**src/rtl/ov7670_capture_gen.sv**
```systemverilog
// ov7670_capture_gen: OV7670 byte-stream capture into a linear RGB888 frame-buffer write port
module ov7670_capture_gen #(
  parameter int H_ACTIVE = 640,
  parameter int V_ACTIVE = 480,
  parameter int ADDR_W = 19
) (
  input  logic              ipclk,
  input  logic              ireset,
  input  logic              ivsync,
  input  logic              ihref,
  input  logic [7:0]        idata,
  input  logic              ienable,
  input  logic [1:0]        imode,
  input  logic              idecim,
  output logic              owr_en,
  output logic [ADDR_W-1:0] oaddr,
  output logic [23:0]       odata_out,
  output logic              oframe_done,
  output logic              oline_err,
  output logic [7:0]        oframe_cnt
);
  typedef enum logic [1:0] {IDLE, WAIT_VS, CAPTURE, FRAME_END} state_t;
  localparam logic [15:0] H_MAX = 16'(H_ACTIVE);
  localparam logic [15:0] V_MAX = 16'(V_ACTIVE);
  state_t state;
  logic vs_d, href_d, phase, decim;
  logic [1:0] mode;
  logic [7:0] b0, g8;
  logic [4:0] r5;
  logic [15:0] pix_cnt, line_cnt;
  logic [ADDR_W-1:0] addr_cnt;
  logic [23:0] pixel;
  logic in_geom, keep, pixel_done;
  always_comb begin
    r5 = mode[0] ? b0[6:2] : b0[7:3];
    g8 = mode[0] ? {b0[1:0], idata[7:5], b0[1:0], idata[7]} : {b0[2:0], idata[7:5], b0[2:1]};
    pixel = mode == 2'd2 ? {b0, b0, b0} :
            mode == 2'd3 ? {8'h00, b0, idata} :
            {r5, r5[4:2], g8, idata[4:0], idata[4:2]};
    in_geom = pix_cnt < H_MAX && line_cnt < V_MAX;
    keep = in_geom && (!decim || !(pix_cnt[0] | line_cnt[0]));
    pixel_done = state == CAPTURE && ihref && phase;
  end
  always_ff @(posedge ipclk) begin
    if (ireset) begin
      state <= IDLE;
      vs_d <= 1'b0;
      href_d <= 1'b0;
      phase <= 1'b0;
      decim <= 1'b0;
      mode <= 2'd0;
      b0 <= 8'h00;
      pix_cnt <= 16'd0;
      line_cnt <= 16'd0;
      addr_cnt <= '0;
      owr_en <= 1'b0;
      oaddr <= '0;
      odata_out <= 24'h0;
      oframe_done <= 1'b0;
      oline_err <= 1'b0;
      oframe_cnt <= 8'h00;
    end else begin
      vs_d <= ivsync;
      href_d <= ihref;
      owr_en <= 1'b0;
      oframe_done <= 1'b0;
      case (state)
        IDLE: if (ienable) state <= WAIT_VS;
        WAIT_VS: if (vs_d && !ivsync) begin
          state <= CAPTURE;
          mode <= imode;
          decim <= idecim;
          addr_cnt <= '0;
          oaddr <= '0;
          pix_cnt <= 16'd0;
          line_cnt <= 16'd0;
          phase <= 1'b0;
          oline_err <= 1'b0;
        end
        CAPTURE: begin
          if (!vs_d && ivsync) begin
            state <= FRAME_END;
            oframe_done <= 1'b1;
            oframe_cnt <= oframe_cnt + 8'd1;
          end
          phase <= ihref && !phase;
          if (ihref && !phase) b0 <= idata;
          if (pixel_done) begin
            // counters saturate so an overlong line can never wrap back into range
            if (pix_cnt != '1) pix_cnt <= pix_cnt + 16'd1;
            if (!in_geom) oline_err <= 1'b1;
            if (keep) begin
              owr_en <= 1'b1;
              oaddr <= addr_cnt;
              odata_out <= pixel;
              addr_cnt <= addr_cnt + ADDR_W'(1);
            end
          end
          if (href_d && !ihref) begin
            pix_cnt <= 16'd0;
            if (line_cnt != '1) line_cnt <= line_cnt + 16'd1;
          end
        end
        FRAME_END: state <= ienable ? WAIT_VS : IDLE;
        default: state <= IDLE;
      endcase
    end
  end
endmodule

```
**config.mk**
```make
export PLATFORM = sky130hd
export DESIGN_NAME = ov7670_capture_gen
export DESIGN_NICKNAME = d
export VERILOG_FILES = /design/src/rtl/ov7670_capture_gen.sv
export SDC_FILE = /design/constraint.sdc
export NUM_CORES = 1
export LEC_CHECK = 0
export ABC_AREA = 1
export BUFFER_PORTS_ARGS = -buffer_cell sky130_fd_sc_hd__buf_4
export CAP_MARGIN = 20
export CELL_PAD_IN_SITES_DETAIL_PLACEMENT = 1
export CELL_PAD_IN_SITES_GLOBAL_PLACEMENT = 1
export CORE_ASPECT_RATIO = 1.5
export CORE_MARGIN = 5
export CORE_UTILIZATION = 35
export DETAILED_ROUTE_END_ITERATION = 8
export MAX_ROUTING_LAYER = met4
export PLACE_DENSITY = 0.77
export SLEW_MARGIN = 20
export SYNTH_ARGS = -nofsm -noshare
export SYNTH_HDL_FRONTEND = slang
export SYNTH_SLANG_ARGS = --single-unit
```
**constraint.sdc**
```tcl
create_clock -name ipclk -period 2.4 [get_ports ipclk]
set_input_delay 0.12 -clock ipclk [delete_from_list [all_inputs] [get_ports ipclk]]
set_output_delay 0.12 -clock ipclk [all_outputs]
set_load 0.05 [all_outputs]
```
==> results_dict.tcl <==
set metrics [dict create \
    cts_made_buffers 17 \
    wl_per_cell_um 14.85 \
    hold_path.class "primary input to flop" \
    fin_crit_ns 2.103 \
    max_freq_mhz 475.5 \
    seq_area_um2 2422 \
    start_util_pct 35.30 \
    rsz0062_at_grt "false" \
    ys_ff_latch 121 \
    cp.arrival_ns 2.46 \
    cts-root-buf "clkbuf_16" \
    leakage_nw 2.877 \
    routed_wl_mm 17.81 \
    final.fill_count 2245 \
    slew_headroom_pct 63.63 \
    grt_pass1_wl_mm 30.18 \
    setup-tns-final_ns 0 \
    antenna_found_initial 0 \
    cts-htree-levels 4 \
    coreArea_um2 17200 \
    dp_hpwl_mm 12.78 \
    area_growth_pct 22.58 \
    synthMostInstantiatedCell "nand2_1" \
    post_cts_buffers 0 \
    synth_top_area_share_pct 39.89 \
    synthTopCellsByCount "202 x nand2_1, 132 x nor2_1, 121 x dfxtp_1" \
    synth_nets 919 \
    multi_input_area_um2 3115 \
    synthAdderAreaFrac_pct 1.648 \
    clk_path_buf_depth 2 \
    report.final.slew_viol_count 0 \
    hold_viol_final 0 \
    syn_inst 895 \
    fin_nets 997 \
    cts_tree "yes" \
    async_flop_share_pct 0 \
    grt_overflow_total 0 \
    synth.area.top_cells "dfxtp_1 40%, nand2_1 12%, nor2_1 8.2%" \
    crit_path_start "state[0]$_SDFFE_PP0P_" \
    drt-vias-per-instance 5.071 \
    first_iter_violations 267 \
    cts_sinks 121 \
    worstHoldStart "idata[2]" \
    outcome "completed" \
    synth-simple-area-share_pct 32.52 \
    end_kind "flop" \
    via_count 6080 \
    grtUsageTotal_pct 18.62 \
    synth.cell_area_um2 6072 \
    start_kind "flop" \
    drc 0 \
    skew_ns 0.01082 \
    grt_max_degree 49 \
    synth.distinct_cells 41 \
    worst_pin_slew_ns 0.5450 \
    ys_warn_count 0 \
    power.density_nw_per_um2 758.1 \
    die_h_um 171.3 \
    rows 59 \
    path_class "flop to flop" \
    synth_top_family_by_area "simple AND/OR/NAND/NOR gates" \
    synthXorXnorAreaFrac_pct 1.587 \
    avgSynthCellArea_um2 6.784 \
    synth-seq-area-share_pct 39.89 \
    synth_compound_area_share_pct 15.31 \
    path_max_fanout 17 \
    first_pass_iters 6 \
    yosys.area.top_type "dfxtp_1" \
    antenna_cells 0 \
    drive_above_1_share_pct 14.81 \
    max-vdd-ir-drop_mv 0.5363 \
    ys.flop_type "dfxtp_1" \
    routabilityCongestion 0.8507 \
    ant_nets 0 \
    chipWidth_um 117.5 \
    fin_crit_sh_pct 87.62 \
    clkSlewWorstSetupHoldPaths_ns 0.06 \
    synth-edff-count 0 \
    p_total_mw 5.643 \
    cap_violations 0 \
    muxShareOfSynthArea_pct 0.1648 \
    grt_pass1_vias 6411 \
    portBuffers 69 \
    finalSetupViolCount 0 \
    critPathRequiredTime_ns 2.75 \
    ios 70 \
    clock_latency_ns 0.42 \
    r2r_start "state[0]$_SDFFE_PP0P_" \
    dieArea_um2 20140 \
]
## power breakdown
| part | internal [mW] | switching, mW |
|---|---|---|
| logic | 0.304 | 0.677 |
| registers | 2.11 | 0.0792 |
| clock network | 1.48 | 0.992 |
| total | 3.89 | 1.75 |
## sequential cells by signal, indices dropped and copies added, names as in the netlist
name and cells:
oaddr 19, b0 8, oline_err 1, href_d 1
phase 1, vs_d 1, line_cnt 16, state 2
oframe_done 1, mode 2, odata_out 24, oframe_cnt 8
decim 1, pix_cnt 16, owr_en 1, addr_cnt 19
## critical path, stage by stage, from the launching register on
cell and delay, ns:
dfxtp_1 0.33, inv_1 0.13, ha_2 0.31, inv_4 0.09, o21ai_4 0.31, nand2_4 0.09, nor2_4 0.34, buf_4 0.22
nand3b_1 0.08, a21oi_1 0.13
## worst paths after layout
kind / end / slack (ns) / cells after the start
worst max-delay path: pix_cnt[3]$_SDFFE_PP0P_ / 0.30 / 9
worst min register to register: pix_cnt[4]$_SDFFE_PP0P_ / 0.45 / 2
worst min-delay path: b0[2]$_SDFFE_PP0P_ / 0.03 / 3
worst max register to register: pix_cnt[3]$_SDFFE_PP0P_ / 0.30 / 9
## final cells by class
type,count,area share (%)
clock inverter,13,1.647
multi-input combinational,652,41.86
inverter,86,4.404
sequential,121,32.54
clock buffer,19,6.085
timing repair buffer,95,9.884
tap,213,3.580
## per-stage QoR
step | hold WS, ns | utilization [%] | cell area, um^2 | instances | worst slack [ns]
6_report | 0.03029 | 43.27 | 7443 | 1199 | 0.2970
4_1_cts | 0.003826 | 43.25 | 7438 | 1199 | 0.1520
5_1_grt | 0.02047 | 43.27 | 7443 | 1199 | 0.09412
2_1_floorplan | 0.2270 | - | 6072 | 895 | 0.6667
3_5_place_dp | 0.3815 | 39.38 | 6773 | 1158 | 0.1805
3_3_place_gp | 0.3737 | 39.38 | 6773 | 1158 | 0.2334
## routing by layer
layer	routed length [um]	GRT usage, %	vias to the layer above
met5	0	-	-
met4	425	6.687	0
met3	583	4.276	31
met2	9561	34.73	93
met1	7241	19.05	2898
li1	-	-	3058
## cell families after synthesis
kind of cell,count (synthesis)
DFF,121
AOI/OAI and AO/OA,176
and+or+nand+nor,456
adders and majority gates,8
muxes,1
buffers and inverters,122
xor gates and xnor gates,11
## cells in the final DEF, fill, tap and decap left out, types with 3 or more instances in the layout
cell type      Yosys  final
nor3_1             7      7
clkbuf_16          0     17
nand2_1          202    202
clkinv_4           0      5
and2_1             3      3
o21a_1             3      3
o21bai_1           5      5
o21ai_0           66     66
nand4_1            9      9
clkinv_2           2      4
nor3b_1            5      5
nor2_2             6      7
buf_4              6     86
nor2_1           132    131
clkinvlp_4         0      4
ha_1               8      7
xor2_1             7      7
nand2_4            4      4
nand3_1           76     76
xnor2_1            4      4
a21oi_1           92     92
dlygate4sd3_1      0      9
dfxtp_1          121    121
inv_1             81     81
## repair_timing
item,CTS,global route
setup endpoints to repair,0,5
hold endpoints to repair,9,0
hold buffers,9,0
gates resized for setup,0,2
(Power assumes the default switching activity.)
